==> src/rtl/vdp_pkg.sv <==
// Shared constants and types for the VDP CPU-facing port.
package vdp_pkg;

    localparam int unsigned DATA_W  = 8;
    localparam int unsigned CRAM_DW = 12;
    localparam int unsigned REG_AW  = 4;

    // Command codes carried in the top two bits of the second control byte
    localparam logic [1:0] CODE_VRAM_RD = 2'd0;
    localparam logic [1:0] CODE_VRAM_WR = 2'd1;
    localparam logic [1:0] CODE_REG_WR  = 2'd2;
    localparam logic [1:0] CODE_CRAM_WR = 2'd3;

    // Bit positions inside the status byte
    localparam int unsigned STAT_VBLANK = 7;
    localparam int unsigned STAT_OVF    = 6;
    localparam int unsigned STAT_COL    = 5;

    localparam logic PORT_DATA = 1'b0;
    localparam logic PORT_CTRL = 1'b1;

    typedef enum logic [1:0] {
        ST_IDLE,
        ST_PF_REQ,
        ST_PF_CAP
    } pf_state_e;

endpackage

==> src/rtl/vdp_cpu_port_if.sv <==
// Z80 bus as seen by the VDP: strobes, port select, data both ways, busy.
interface vdp_cpu_port_if;
    import vdp_pkg::*;

    logic              wr;
    logic              rd;
    logic              port;
    logic [DATA_W-1:0] din;
    logic [DATA_W-1:0] dout;
    logic              busy;

    modport master (output wr, rd, port, din, input dout, busy);
    modport slave  (input wr, rd, port, din, output dout, busy);
endinterface

==> src/rtl/vdp_status.sv <==
// Status flags, line interrupt pending bit and interrupt request.
module vdp_status
    import vdp_pkg::*;
(
    input  logic              clk,
    input  logic              rst,
    input  logic              vblank_set,
    input  logic              line_set,
    input  logic              spr_ovf_set,
    input  logic              spr_col_set,
    input  logic              frame_irq_en,
    input  logic              line_irq_en,
    input  logic              clr_c,
    output logic [DATA_W-1:0] status_c,
    output logic              irq
);

    logic vblank_f, ovf_f, col_f, line_pending;
    logic vblank_nxt, ovf_nxt, col_nxt, line_nxt, irq_nxt;

    // Set pulses beat a same-cycle clear from a status read
    always_comb begin
        vblank_nxt = vblank_set  | (vblank_f     & ~clr_c);
        ovf_nxt    = spr_ovf_set | (ovf_f        & ~clr_c);
        col_nxt    = spr_col_set | (col_f        & ~clr_c);
        line_nxt   = line_set    | (line_pending & ~clr_c);
        irq_nxt    = (vblank_nxt & frame_irq_en) | (line_nxt & line_irq_en);
    end

    // Status byte presented to a control-port read
    always_comb begin
        status_c              = '0;
        status_c[STAT_VBLANK] = vblank_f;
        status_c[STAT_OVF]    = ovf_f;
        status_c[STAT_COL]    = col_f;
    end

    // Flag and irq registers
    always_ff @(posedge clk or posedge rst) begin
        if (rst) begin
            vblank_f     <= 1'b0;
            ovf_f        <= 1'b0;
            col_f        <= 1'b0;
            line_pending <= 1'b0;
            irq          <= 1'b0;
        end else begin
            vblank_f     <= vblank_nxt;
            ovf_f        <= ovf_nxt;
            col_f        <= col_nxt;
            line_pending <= line_nxt;
            irq          <= irq_nxt;
        end
    end

endmodule

==> src/rtl/vdp_cpu_port.sv <==
// CPU port decoder: address counter, read-ahead prefetch, VRAM/CRAM/register writes.
module vdp_cpu_port
    import vdp_pkg::*;
#(
    parameter int unsigned VRAM_AW = 14,
    parameter int unsigned CRAM_AW = 5
) (
    input  logic               clk,
    input  logic               rst,
    vdp_cpu_port_if.slave      cpu,
    output logic [VRAM_AW-1:0] vram_a,
    output logic [DATA_W-1:0]  vram_dout,
    output logic               vram_we,
    output logic               vram_re,
    input  logic [DATA_W-1:0]  vram_din,
    output logic [CRAM_AW-1:0] cram_a,
    output logic [CRAM_DW-1:0] cram_d,
    output logic               cram_we,
    output logic [REG_AW-1:0]  reg_a,
    output logic [DATA_W-1:0]  reg_d,
    output logic               reg_we,
    input  logic               vblank_set,
    input  logic               line_set,
    input  logic               spr_ovf_set,
    input  logic               spr_col_set,
    input  logic               frame_irq_en,
    input  logic               line_irq_en,
    output logic               irq
);

    pf_state_e          state, state_nxt;
    logic [VRAM_AW-1:0] addr, addr_nxt;
    logic [1:0]         code, code_nxt;
    logic               second, second_nxt;
    logic [DATA_W-1:0]  read_buf, read_buf_nxt;
    logic [DATA_W-1:0]  cram_latch, cram_latch_nxt;
    logic [DATA_W-1:0]  dout_q, dout_nxt;
    logic               busy_q, busy_nxt;
    logic [VRAM_AW-1:0] vram_a_nxt;
    logic [DATA_W-1:0]  vram_dout_nxt;
    logic               vram_we_nxt, vram_re_nxt;
    logic [CRAM_AW-1:0] cram_a_nxt;
    logic [CRAM_DW-1:0] cram_d_nxt;
    logic               cram_we_nxt;
    logic [REG_AW-1:0]  reg_a_nxt;
    logic [DATA_W-1:0]  reg_d_nxt;
    logic               reg_we_nxt;
    logic               start_pf_c;
    logic               stat_clr_c;
    logic [DATA_W-1:0]  status_c;

    assign cpu.dout = dout_q;
    assign cpu.busy = busy_q;

    // Decode strobes (only when idle; write beats read) and sequence the prefetch
    always_comb begin
        state_nxt      = state;
        addr_nxt       = addr;
        code_nxt       = code;
        second_nxt     = second;
        read_buf_nxt   = read_buf;
        cram_latch_nxt = cram_latch;
        dout_nxt       = dout_q;
        busy_nxt       = busy_q;
        vram_a_nxt     = vram_a;
        vram_dout_nxt  = vram_dout;
        vram_we_nxt    = 1'b0;
        vram_re_nxt    = 1'b0;
        cram_a_nxt     = cram_a;
        cram_d_nxt     = cram_d;
        cram_we_nxt    = 1'b0;
        reg_a_nxt      = reg_a;
        reg_d_nxt      = reg_d;
        reg_we_nxt     = 1'b0;
        start_pf_c     = 1'b0;
        stat_clr_c     = 1'b0;

        case (state)
            ST_IDLE: begin
                busy_nxt = 1'b0;
                if (cpu.wr && cpu.port == PORT_CTRL) begin
                    if (!second) begin
                        addr_nxt[7:0] = cpu.din;
                        second_nxt    = 1'b1;
                    end else begin
                        code_nxt                = cpu.din[7:6];
                        addr_nxt[VRAM_AW-1:8]   = cpu.din[VRAM_AW-9:0];
                        second_nxt              = 1'b0;
                        if (cpu.din[7:6] == CODE_VRAM_RD) begin
                            start_pf_c = 1'b1;
                        end else if (cpu.din[7:6] == CODE_REG_WR) begin
                            reg_a_nxt  = cpu.din[REG_AW-1:0];
                            reg_d_nxt  = addr[7:0];
                            reg_we_nxt = 1'b1;
                        end
                    end
                end else if (cpu.wr) begin
                    second_nxt   = 1'b0;
                    read_buf_nxt = cpu.din;
                    addr_nxt     = addr + VRAM_AW'(1);
                    if (code != CODE_CRAM_WR) begin
                        vram_a_nxt    = addr;
                        vram_dout_nxt = cpu.din;
                        vram_we_nxt   = 1'b1;
                    end else if (!addr[0]) begin
                        cram_latch_nxt = cpu.din;
                    end else begin
                        cram_a_nxt  = addr[CRAM_AW:1];
                        cram_d_nxt  = {cpu.din[3:0], cram_latch};
                        cram_we_nxt = 1'b1;
                    end
                end else if (cpu.rd && cpu.port == PORT_DATA) begin
                    dout_nxt   = read_buf;
                    second_nxt = 1'b0;
                    start_pf_c = 1'b1;
                end else if (cpu.rd) begin
                    dout_nxt   = status_c;
                    second_nxt = 1'b0;
                    stat_clr_c = 1'b1;
                end
            end
            ST_PF_REQ: begin
                busy_nxt  = 1'b1;
                state_nxt = ST_PF_CAP;
            end
            ST_PF_CAP: begin
                read_buf_nxt = vram_din;
                addr_nxt     = addr + VRAM_AW'(1);
                busy_nxt     = 1'b0;
                state_nxt    = ST_IDLE;
            end
            default: begin
                busy_nxt  = 1'b0;
                state_nxt = ST_IDLE;
            end
        endcase

        if (start_pf_c) begin
            state_nxt   = ST_PF_REQ;
            vram_re_nxt = 1'b1;
            vram_a_nxt  = addr_nxt;
            busy_nxt    = 1'b1;
        end
    end

    // State and registered outputs; reset aborts any prefetch in flight
    always_ff @(posedge clk or posedge rst) begin
        if (rst) begin
            state      <= ST_IDLE;
            addr       <= '0;
            code       <= '0;
            second     <= 1'b0;
            read_buf   <= '0;
            cram_latch <= '0;
            dout_q     <= '0;
            busy_q     <= 1'b0;
            vram_a     <= '0;
            vram_dout  <= '0;
            vram_we    <= 1'b0;
            vram_re    <= 1'b0;
            cram_a     <= '0;
            cram_d     <= '0;
            cram_we    <= 1'b0;
            reg_a      <= '0;
            reg_d      <= '0;
            reg_we     <= 1'b0;
        end else begin
            state      <= state_nxt;
            addr       <= addr_nxt;
            code       <= code_nxt;
            second     <= second_nxt;
            read_buf   <= read_buf_nxt;
            cram_latch <= cram_latch_nxt;
            dout_q     <= dout_nxt;
            busy_q     <= busy_nxt;
            vram_a     <= vram_a_nxt;
            vram_dout  <= vram_dout_nxt;
            vram_we    <= vram_we_nxt;
            vram_re    <= vram_re_nxt;
            cram_a     <= cram_a_nxt;
            cram_d     <= cram_d_nxt;
            cram_we    <= cram_we_nxt;
            reg_a      <= reg_a_nxt;
            reg_d      <= reg_d_nxt;
            reg_we     <= reg_we_nxt;
        end
    end

    vdp_status u_status (
        .clk          (clk),
        .rst          (rst),
        .vblank_set   (vblank_set),
        .line_set     (line_set),
        .spr_ovf_set  (spr_ovf_set),
        .spr_col_set  (spr_col_set),
        .frame_irq_en (frame_irq_en),
        .line_irq_en  (line_irq_en),
        .clr_c        (stat_clr_c),
        .status_c     (status_c),
        .irq          (irq)
    );

endmodule
==> src/flat_wrapper.sv <==
// flat-port wrapper written by rule: the top's interface ports become plain ports
module vdp_cpu_port_flat import vdp_pkg::*;
#(
    parameter int unsigned VRAM_AW = 14,
    parameter int unsigned CRAM_AW = 5
)
  (clk, rst, vram_a, vram_dout, vram_we, vram_re, vram_din, cram_a, cram_d, cram_we, reg_a, reg_d, reg_we, vblank_set, line_set, spr_ovf_set, spr_col_set, frame_irq_en, line_irq_en, irq, cpu_wr, cpu_rd, cpu_port, cpu_din, cpu_dout, cpu_busy);
  vdp_cpu_port_if cpu_i ();
  input  logic clk;
  input  logic rst;
  output logic [VRAM_AW-1:0] vram_a;
  output logic [DATA_W-1:0] vram_dout;
  output logic vram_we;
  output logic vram_re;
  input  logic [DATA_W-1:0] vram_din;
  output logic [CRAM_AW-1:0] cram_a;
  output logic [CRAM_DW-1:0] cram_d;
  output logic cram_we;
  output logic [REG_AW-1:0] reg_a;
  output logic [DATA_W-1:0] reg_d;
  output logic reg_we;
  input  logic vblank_set;
  input  logic line_set;
  input  logic spr_ovf_set;
  input  logic spr_col_set;
  input  logic frame_irq_en;
  input  logic line_irq_en;
  output logic irq;
  input wire logic [$bits(cpu_i.wr)-1:0] cpu_wr;
  input wire logic [$bits(cpu_i.rd)-1:0] cpu_rd;
  input wire logic [$bits(cpu_i.port)-1:0] cpu_port;
  input wire logic [$bits(cpu_i.din)-1:0] cpu_din;
  output wire logic [$bits(cpu_i.dout)-1:0] cpu_dout;
  output wire logic [$bits(cpu_i.busy)-1:0] cpu_busy;
  assign cpu_i.wr = cpu_wr;
  assign cpu_i.rd = cpu_rd;
  assign cpu_i.port = cpu_port;
  assign cpu_i.din = cpu_din;
  assign cpu_dout = cpu_i.dout;
  assign cpu_busy = cpu_i.busy;
  vdp_cpu_port #(.VRAM_AW(VRAM_AW), .CRAM_AW(CRAM_AW)) u_core (.clk(clk), .rst(rst), .cpu(cpu_i), .vram_a(vram_a), .vram_dout(vram_dout), .vram_we(vram_we), .vram_re(vram_re), .vram_din(vram_din), .cram_a(cram_a), .cram_d(cram_d), .cram_we(cram_we), .reg_a(reg_a), .reg_d(reg_d), .reg_we(reg_we), .vblank_set(vblank_set), .line_set(line_set), .spr_ovf_set(spr_ovf_set), .spr_col_set(spr_col_set), .frame_irq_en(frame_irq_en), .line_irq_en(line_irq_en), .irq(irq));
endmodule
==> config.mk <==
export PLATFORM = sky130hd
export DESIGN_NAME = vdp_cpu_port_flat
export DESIGN_NICKNAME = d
export VERILOG_FILES = /design/src/rtl/vdp_pkg.sv /design/src/rtl/vdp_cpu_port_if.sv /design/src/rtl/vdp_status.sv /design/src/rtl/vdp_cpu_port.sv /design/src/flat_wrapper.sv
export SDC_FILE = /design/constraint.sdc
export NUM_CORES = 1
export LEC_CHECK = 0
export CAP_MARGIN = 20
export CORE_MARGIN = 2
export CORE_UTILIZATION = 35
export CTS_BUF_LIST = sky130_fd_sc_hd__clkbuf_8
export CTS_CLUSTER_DIAMETER = 50
export CTS_CLUSTER_SIZE = 40
export DETAILED_ROUTE_END_ITERATION = 7
export DONT_BUFFER_PORTS = 1
export GPL_ROUTABILITY_DRIVEN = 0
export PLACE_DENSITY = 0.61
export SETUP_SLACK_MARGIN = 0.15
export SLEW_MARGIN = 30
export SYNTH_ARGS = -nofsm -noshare
export SYNTH_HDL_FRONTEND = slang
export SYNTH_SLANG_ARGS = --single-unit
==> constraint.sdc <==
create_clock -name clk -period 2.9 [get_ports clk]
set_input_delay 0.435 -clock clk [delete_from_list [all_inputs] [get_ports clk]]
set_output_delay 0.435 -clock clk [all_outputs]
set_load 0.1 [all_outputs]
# Word-level counts from Yosys, hierarchy flattened
# Cells that the tools add are included.
# op_classes
n_addsub	1
n_eq_ne	8
n_mux	50
n_bitwise	18
reduce_logical	19
# ops
cell	n
$mux 14	7
$mux 8	5
$mux 1	33
$pmux 14 s2	1
$pmux 8 s2	1
$reduce_and 5->1	3
$add 14x1->14 const B	1
$reduce_and 4->1	3
$reduce_bool 2->1	5
$not 1->1	7
$and 1x1->1	6
$mux 6	1
$ne 2x2->1 const B	3
$reduce_and 3->1	2
$or 1x1->1	5
$eq 2x2->1 const B	2
$logic_not 2->1	2
$ne 2x1->1 const B	2
$pmux 2 s2	1
$reduce_bool 4->1	1
$eq 2x1->1 const B	1
$logic_and 1x1->1	2
$mux 2	1
$reduce_and 2->1	1
# totals
reg_bits	104
in_bits	27
output_inout_bits	65
elab_cells	119

# Longest topological paths before layout
# Gate-level depths: netlist (run 1).
# depth
word_depth	11
ltp_mapped	8
depth_no_buf	5

# Hierarchy
# Synthesis (run 1) repeated with hierarchy kept, for this count alone.
# hier_totals
hier_cells	456
area_unflattened_um2	4967.3
# by_module_without_submodules
module	instances	cells_each	area_per_inst_um2	seq_area_each_um2
vdp_cpu_port	1	435	4728.3	2477.4
vdp_status	1	21	239.0	125.1

# Worst setup path after synthesis (run 1)
# No wires, ideal clock.
# synth_timing
path_type	register to register
start	reg u_core.state[0]
end	reg u_core.reg_a[0]
setup_ps	125
t_arrival_ps	1723
required_ps	2775
slack_ps	1051
stages_incl_launch_ff	9
n_path_buf	4
period_less_slack_ps	1849
path_cell_list	dfrtp_1 buf_6 or2_1 buf_6 nor2_1 and3b_1 buf_4 buf_6 mux2_2
# synth_between
elab_chain_cells	2
# synth_lines
element	line_no	text
from (decl)	vdp_cpu_port.sv:31	pf_state_e state, state_nxt;
from (signal assigned)	vdp_cpu_port.sv:168	state <= state_nxt;
$logic_not 2->1	vdp_cpu_port.sv:78	case (state)
$reduce_and 5->1 (no line)	--	
to (signal assigned)	vdp_cpu_port.sv:183	reg_a <= reg_a_nxt;
to (decl)	vdp_cpu_port.sv:19	output logic [REG_AW-1:0] reg_a,
# No other way between the ends.
# A chain may end at the register's enable or synchronous reset.

# Worst setup path in the final report (run 1)
# layout_timing
start	reg u_core.state[1]
end	reg u_core.reg_d[5]
# layout_between
elab_chain_cells	2
# layout_lines
element	line_no	text
$logic_not 2->1	vdp_cpu_port.sv:78	
$reduce_and 5->1 (no line)	--	
to (signal assigned)	vdp_cpu_port.sv:184	reg_d <= reg_d_nxt;
to (decl)	vdp_cpu_port.sv:20	output logic [DATA_W-1:0] reg_d,
# No other way between the ends.

==> flow_summary.toml, run 1 <==
[route]
met2WireLength_um = 5990
vias = 3580
ant_nets = 0
vias_per_cell = 5.78
routedWlPerCell_um = 21.0
drt_pre_antenna_iters = 7
met1Wirelength_um = 5660
top_layer = "met4"
wl_um = 13000
drtIter0Drc = 350
met3_length_um = 1280
drc = 0

[run]
cap_violations = 0

[clock_tree]
clockBufferDepth = 2
cts_setup_buffers = 0
ctsRootBufferMaster = "clkbuf_8"
postCtsResizedCells = 0
clock_latency_ps = 380
tritoncts = "done"
ctsHoldBuffers = 0
cts.sinks = 104
numCtsBuffers = 9
htreeDepth = 3
clk_pin_slew_ps = 110

[final_layout]
nets = 462
drive_above_1_share = 0.187
diodes = 0
area_growth_pct = 6.28
finalInstanceArea_um2 = 5380
nFillCells = 1376

[synthesis]
synth.avg_cell_area_um2 = 11.3
synth_area_um2 = 5060
synth_nets = 477
ys_ff_latch = 104
synth_top_cells_by_area = "dfrtp_1 51%, mux2_2 10%, mux2i_1 4.9%"
syn_inst = 449
ys_warn_count = 0
synth_flop_cell = "dfrtp_1"
yosysTopAreaCell = "dfrtp_1"
ys_types = 66
synth_top_area_share = 0.514
async_reset_ff_frac = 1.00
ys_seq_area_frac = 0.514
synth_edf_count = 0

[sta]
tightest_slew_ps = 931
finalMaxSlewViolations = 0
period_minus_slack_ps = 2290
finalSetupViolations = 0
hold_viol = 0
rsz0062_at_grt = "no"
fin_tns_setup_ps = 0
skew_ps = 14.9
max_freq_mhz = 437
maxSlewHeadroom = 0.379
post-route-period-util = 0.789

[placed_design]
dp_hpwl_um = 9160
port_buffers = 0
placed_area_um2 = 5180

[critical_path]
worst_setup_path_end_kind = "register"
path_max_fanout = 13
cp_data_required_time_ps = 3160
worst-endpoint-arrival_ps = 2540
start_kind = "register"
criticalPathCategory = "register to register"
crit_chain = "or2_1, nor2_1, and3b_1, mux2_2"
critPathSlowestCell = "and3b_1"
slowest_delay_ps = 590

[die]
fp.dieW_um = 124
fp.dieH_um = 124
die_area_um2 = 15400
start_util = 0.362
row_count = 43
io_pins = 92
core-area_um2 = 14000

[pwr]
p_leak_uw = 0.00240
pwr_density_cell_nw_per_um2 = 1190
max-vdd-ir-drop_mv = 0.657

[min_path]
min_path_type = "input pin to asynchronous set/reset pin"

[global_routing]
grt_pass1_vias = 3559
grt_overflow = 0
grtUsageTotal = 0.169
grt_pass1_wl_um = 20700
grt_max_degree = 63
antenna_found_initial = 0

[status]
status = "finished clean"
flip-flops by register name, summed over array words and instances, names as in the netlist:
name and count:
u_core.u_status.col_f 1, u_core.vram_we 1, u_core.addr 14, u_core.cpu.dout 8, u_core.vram_dout 8, u_core.cram_latch 8, u_core.u_status.vblank_f 1, u_core.state 2
u_core.cram_d 12, u_core.reg_we 1, u_core.vram_a 14, u_core.code 2, u_core.u_status.line_pending 1, u_core.reg_a 4, u_core.vram_re 1, u_core.u_status.ovf_f 1
u_core.reg_d 8, u_core.read_buf 8, u_core.second 1, u_core.u_status.irq 1, u_core.cram_a 5, u_core.cpu.busy 1, u_core.cram_we 1
layout make-up:
class	count	area, µm²	share of cell area
tap	180	225	0.0419
clock inverter	4	33.8	0.00628
clock buffer	12	165	0.0307
multi-input combinational	295	2210	0.411
timing repair buffer	12	90.1	0.0167
sequential	104	2600	0.484
inverter	12	48.8	0.00907
cells in the mapped netlist (all sizes together) (6+ instances only):
master	number
nand2	32
nand3	11
o21ai	36
buf	19
inv	12
nand2b	6
a21oi	8
mux2	48
o31ai	6
o221ai	6
clkbuf	19
dfrtp	104
a22oi	16
nor3	6
mux2i	25
nor2	14
path summary, 6_finish.rpt:
check	from	endpoint	slack [ps]	depth (start not counted)
min in group clk	spr_col_set	u_core.u_status.col_f$_DFF_PP0_	140	1
max in group asynchronous	rst	u_core.addr[1]$_DFF_PP0_	2180	2
worst min register to register	u_core.u_status.col_f$_DFF_PP0_	u_core.u_status.col_f$_DFF_PP0_	490	1
worst max register to register	u_core.state[1]$_DFFE_PP0P_	u_core.reg_d[5]$_DFFE_PP0P_	610	4
worst min-delay path	rst	u_core.cram_d[1]$_DFFE_PP0P_	90	2
worst max-delay path	u_core.state[1]$_DFFE_PP0P_	u_core.reg_d[5]$_DFFE_PP0P_	610	4
logic make-up (layout without fill, tap and decap cells):
group,after synthesis,after routing,share of synthesized area
flops,104,104,0.514
xor+xnor,2,2,0.00346
compound gates,117,117,0.162
mux,73,73,0.156
simple gates,102,102,0.113
buf+inv,50,40,0.0485
fa+ha+maj,1,1,0.00247
where the power goes:
group | leakage [µW] | switching (µW) | internal, µW
Sequential | 0.00128 | 2610 | 1850
Combinational | 0.00102 | 519 | 507
Clock | 0.000100 | 513 | 393
Total | 0.00240 | 3640 | 2750
stage by stage:
stage          power, µW  std cells  setup slack, ps  utilization  hold slack [ps]
2_1_floorplan       5210        449             1050            -              446
3_3_place_gp        5470        603              729        0.370              456
3_5_place_dp        5530        603              668        0.370              467
4_1_cts             6430        619              628        0.385              110
5_1_grt             6680        619              534        0.385              120
6_report            6390        619              612        0.385             94.0
layer usage:
layer / vias up / global-route usage
met5: - / 0
met4: 0 / 0.0449
met3: 5 / 0.0631
met2: 149 / 0.253
met1: 1800 / 0.232
li1: 1626 / -
critical path: cells and delay by family (launching register included):
family / cells / cell delay, ps
mux: 1 / 400
simple gates: 3 / 1280
flops: 1 / 480
cells in the final DEF, fill, tap and decap left out, types with 3 or more instances in the layout:
cell and n:
o22ai_1 3, nor2b_1 5, and3_1 4, nor3_1 6
nor2_1 14, clkbuf_8 12, a21o_1 5, nand2_1 32
inv_6 3, inv_1 11, a211oi_1 4, o21ai_0 36
buf_4 12, mux2i_1 25, a22oi_1 16, a21oi_1 8
mux2_2 47, o211ai_1 3, and3b_1 3, dfrtp_1 104
nand3_1 10, nand4_1 5, o31ai_1 6, nand2b_1 6
o41ai_1 3, o221ai_1 6
No activity file was read; power rests on OpenSTA's default activity.
==> run 2: changes to the inputs <==
PLACE_DENSITY = 0.59   (was 0.61)
clock period = 2.3 ns   (was 2.9 ns; I/O delays follow)
==> run 2 against run 1 <==
The run now ends with negative hold slack left. Clock power rose by 38%. Sequential share of layout area is 2.9 points lower. Critical path depth increased by 1. Wire length up 1.4%. Sequential cell count unchanged. Design area rose by 6.4%. Clock skew is 5.4 ps lower. Combinational power rose to 2.9 times the previous value. Largest cell class unchanged. Highest routed layer unchanged.
==> flow_summary.toml, run 2 (same netlist as run 1, synthesis figures left out) <==
[final_layout]
multi_input_area_um2 = 2210
nets = 503
diodes = 0
nFillCells = 1370
layout.cells.most_common = "dfrtp_1"
top_regs = "u_core.addr x14, u_core.vram_a x14, u_core.cram_d x12"
area_growth_pct = 13.1
stdcell_count = 660
finalInstanceArea_um2 = 5720
final_cell_mix = "104 x dfrtp_1, 52 x buf_4, 47 x mux2_2, 36 x o21ai_0, 32 x nand2_1"
ff_latch_area_um2 = 2600
drive_above_1_share = 0.252

[sta]
maxSlewHeadroom = 0.376
whs_ps = -0.705
tightest_slew_ps = 936
finalSetupViolations = 0
finalMaxSlewViolations = 0
hold_viol = 1
rsz0062_at_grt = "no"
fin_tns_setup_ps = 0
post-route-period-util = 0.854
max_freq_mhz = 509
skew_ps = 9.48
period_minus_slack_ps = 1960

[pwr]
p_leak_uw = 0.00263
pwr_density_cell_nw_per_um2 = 1480
max-vdd-ir-drop_mv = 0.961
totalPowerFinal_uw = 8480

[route]
drtIter0Drc = 403
drt_pre_antenna_iters = 5
vias = 3776
routedWlPerCell_um = 20.0
drc = 0
vias_per_cell = 5.72
wl_um = 13200
ant_nets = 0

[critical_path]
path_max_fanout = 9
r2r-start = "u_core.addr[1]$_DFF_PP0_"
criticalPathCategory = "register to register"
r2r-end = "u_core.addr[6]$_DFF_PP0_"
worst_setup_path_end_kind = "register"
start_kind = "register"
ff2ff_path_depth = 5
reg2reg_slack_ps = 340
cp_data_required_time_ps = 2570
worst-endpoint-arrival_ps = 2240

[min_path]
min_path_type = "input pin to asynchronous set/reset pin"

[placed_design]
port_buffers = 0
dp_cells = 644
dp_hpwl_um = 9310
placed_area_um2 = 5500

[die]
start_util = 0.362
io_pins = 92
core-area_um2 = 14000
row_count = 43
fp.dieH_um = 124
die_area_um2 = 15400
fp.dieW_um = 124

[status]
status = "finished, violations left"
violations = "negative hold slack"

[clock_tree]
clock_latency_ps = 370
cts_setup_buffers = 0
numCtsBuffers = 9
tritoncts = "done"
postCtsResizedCells = 0
htreeDepth = 3
ctsHoldBuffers = 0
clockBufferDepth = 2
cts.sinks = 104
clk_pin_slew_ps = 90
ctsRootBufferMaster = "clkbuf_8"

[run]
cap_violations = 0

[global_routing]
grt_pass1_vias = 3795
grtUsageTotal = 0.173
antenna_found_initial = 0
grt_max_degree = 105
grt_overflow = 0
grt_pass1_wl_um = 21400
run 2: routing by layer:
| metal | track usage | part of all wire | routed length [µm] |
|---|---|---|---|
| met1 | 0.229 | 0.43 | 5720 |
| met2 | 0.273 | 0.47 | 6200 |
| met3 | 0.0503 | 0.078 | 1030 |
| met4 | 0.0568 | 0.019 | 255 |
| met5 | 0 | 0 | 0 |
run 2: area by class of cell:
type	count	share of cell area
Timing Repair Buffer	53	0.0717
Clock buffer	10	0.0240
Inverter	12	0.00853
Sequential cell	104	0.455
Clock inverter	6	0.0149
Tap cell	180	0.0394
Multi-Input combinational cell	295	0.387
run 2: worst max-delay path by stage:
stage                                           start                            end  slack (ps)  depth (start not counted)
after floorplan           u_core.state[0]$_DFFE_PP0P_    u_core.reg_a[0]$_DFFE_PP0P_         450                          8
after global placement    u_core.state[0]$_DFFE_PP0P_  u_core.vram_a[11]$_DFFE_PP0P_         430                          5
after detailed placement     u_core.addr[1]$_DFF_PP0_       u_core.addr[6]$_DFF_PP0_         340                          5
after CTS                    u_core.addr[1]$_DFF_PP0_       u_core.addr[6]$_DFF_PP0_         330                          5
after global routing         u_core.addr[1]$_DFF_PP0_       u_core.addr[6]$_DFF_PP0_         210                          5
final                        u_core.addr[1]$_DFF_PP0_       u_core.addr[6]$_DFF_PP0_         340                          5
run 2: per-stage QoR:
stage / setup slack, ps / util
final: 337 / 0.409
after global routing: 205 / 0.409
after CTS: 326 / 0.409
after detailed placement: 345 / 0.393
after global placement: 434 / 0.393
after floorplan: 451 / -
run 2: report_power, final:
part	total [µW]	switching (µW)	internal (µW)
Combinational	3000	2110	883
Sequential	4240	1870	2360
Clock	1250	608	639
Total	8480	4600	3880
run 2: worst max-delay path, stage by stage (launching register included):
cell and delay [ps]:
dfrtp_1 540, ha_1 300, and3_1 380, o2111ai_1 160, o211a_1 250, o31ai_1 240
==> run 3: changes to the inputs <==
MAX_ROUTING_LAYER = met4   (was unset)
==> run 3 against run 2 <==
Sequential power about the same. Sequential share of layout area unchanged. Critical endpoint unchanged. Clock power about the same. The run still ends with negative hold slack left. Wire length up 0.20%. Clock skew up 0.54 ps.
==> flow_summary.toml, run 3 (same netlist as run 1, synthesis figures left out) <==
[final_layout]
ff_latch_area_um2 = 2600
finalInstanceArea_um2 = 5720
top_regs = "u_core.addr x14, u_core.vram_a x14, u_core.cram_d x12"
final_cell_mix = "104 x dfrtp_1, 52 x buf_4, 47 x mux2_2, 36 x o21ai_0, 32 x nand2_1"
stdcell_count = 660
multi_input_area_um2 = 2210
layout.cells.most_common = "dfrtp_1"
nets = 503
area_growth_pct = 13.1
diodes = 0
drive_above_1_share = 0.252
nFillCells = 1370

[status]
status = "finished, violations left"
violations = "negative hold slack"

[global_routing]
grt_overflow = 0
grt_pass1_vias = 3781
antenna_found_initial = 0
grt_max_degree = 105
grtUsageTotal = 0.179
grt_pass1_wl_um = 21400

[clock_tree]
htreeDepth = 3
postCtsResizedCells = 0
clock_latency_ps = 370
clk_pin_slew_ps = 100
cts_setup_buffers = 0
tritoncts = "done"
clockBufferDepth = 2
ctsHoldBuffers = 0
ctsRootBufferMaster = "clkbuf_8"
cts.sinks = 104
numCtsBuffers = 9

[die]
fp.dieW_um = 124
row_count = 43
start_util = 0.362
die_area_um2 = 15400
io_pins = 92
core-area_um2 = 14000
fp.dieH_um = 124

[critical_path]
critPathSlowestCell = "dfrtp_1"
worst_setup_path_end_kind = "register"
start_kind = "register"
worst-endpoint-arrival_ps = 2250
criticalPathCategory = "register to register"
path_buf_inv = 0
slowest_delay_ps = 540
crit_family = "compound AO/OA/AOI/OAI gates"
cp_data_required_time_ps = 2580
crit_chain = "ha_1, and3_1, o2111ai_1, o211a_1, o31ai_1"
path_max_fanout = 9

[route]
drt_pre_antenna_iters = 5
vias = 3799
routedWlPerCell_um = 20.0
drtIter0Drc = 443
ant_nets = 0
wl_um = 13200
vias_per_cell = 5.76
drc = 0

[sta]
rsz0062_at_grt = "no"
maxSlewHeadroom = 0.384
hold_viol = 3
finalMaxSlewViolations = 0
fin_tns_setup_ps = 0
post-route-period-util = 0.857
tightest_slew_ps = 923
period_minus_slack_ps = 1970
finalSetupViolations = 0
skew_ps = 10.0
whs_ps = -10.1
max_freq_mhz = 508

[pwr]
p_leak_uw = 0.00263
totalPowerFinal_uw = 8490
max-vdd-ir-drop_mv = 0.963
pwr_density_cell_nw_per_um2 = 1480

[placed_design]
placed_area_um2 = 5500
dp_cells = 644
dp_hpwl_um = 9310
port_buffers = 0

[run]
cap_violations = 0

[min_path]
min_path_type = "input pin to asynchronous set/reset pin"
## run 3: cell counts in the layout (fill, tap and decap cells not counted)
Identical to the previous run, type by type.
## run 3: cell type report
| cell class | instances | area share |
|---|---|---|
| Clock buffer | 10 | 0.0240 |
| Clock inverter | 6 | 0.0149 |
| Inverter | 12 | 0.00853 |
| Multi-Input combinational cell | 295 | 0.387 |
| Sequential cell | 104 | 0.455 |
| Tap cell | 180 | 0.0394 |
| Timing Repair Buffer | 53 | 0.0717 |
## run 3: routing by layer
layer | vias to the layer above | track usage | share of wire
met5 | - | - | 0
li1 | 1717 | - | -
met3 | 23 | 0.0524 | 0.093
met1 | 1852 | 0.230 | 0.42
met2 | 207 | 0.272 | 0.47
met4 | 0 | 0.0575 | 0.019
## run 3: final timing paths
| check | from | slack, ps | end | cells after the start |
|---|---|---|---|---|
| max | u_core.addr[1]$_DFF_PP0_ | 330 | u_core.addr[6]$_DFF_PP0_ | 5 |
| min | rst | -10 | u_core.cpu.dout[2]$_DFFE_PP0P_ | 2 |
| max reg2reg | u_core.addr[1]$_DFF_PP0_ | 330 | u_core.addr[6]$_DFF_PP0_ | 5 |
| min reg2reg | u_core.u_status.line_pending$_DFF_PP0_ | 480 | u_core.u_status.line_pending$_DFF_PP0_ | 1 |
| max in group asynchronous | rst | 1910 | u_core.vram_a[13]$_DFFE_PP0P_ | 2 |
| min in group clk | spr_col_set | 60 | u_core.u_status.col_f$_DFF_PP0_ | 1 |
## run 3: metrics by stage
step / setup WS, ps / utilization
global route: 207 / 0.409
global placement: 434 / 0.393
floorplan: 451 / -
finish: 330 / 0.409
CTS: 326 / 0.409
detailed placement: 345 / 0.393
## run 3: worst register-to-register path, delay by kind of cell, from the launching register on
family	cells	cell delay (ps)
adders and majority gates	1	300
and+or+nand+nor	1	380
AOI/OAI and AO/OA	3	660
DFF	1	540
## run 3: report_power, final
part	internal (µW)	leakage, µW	total [µW]	switching (µW)
Combinational	883	0.00123	3000	2120
Sequential	2360	0.00128	4240	1880
Clock	639	0.000119	1260	616
Total	3880	0.00263	8490	4610
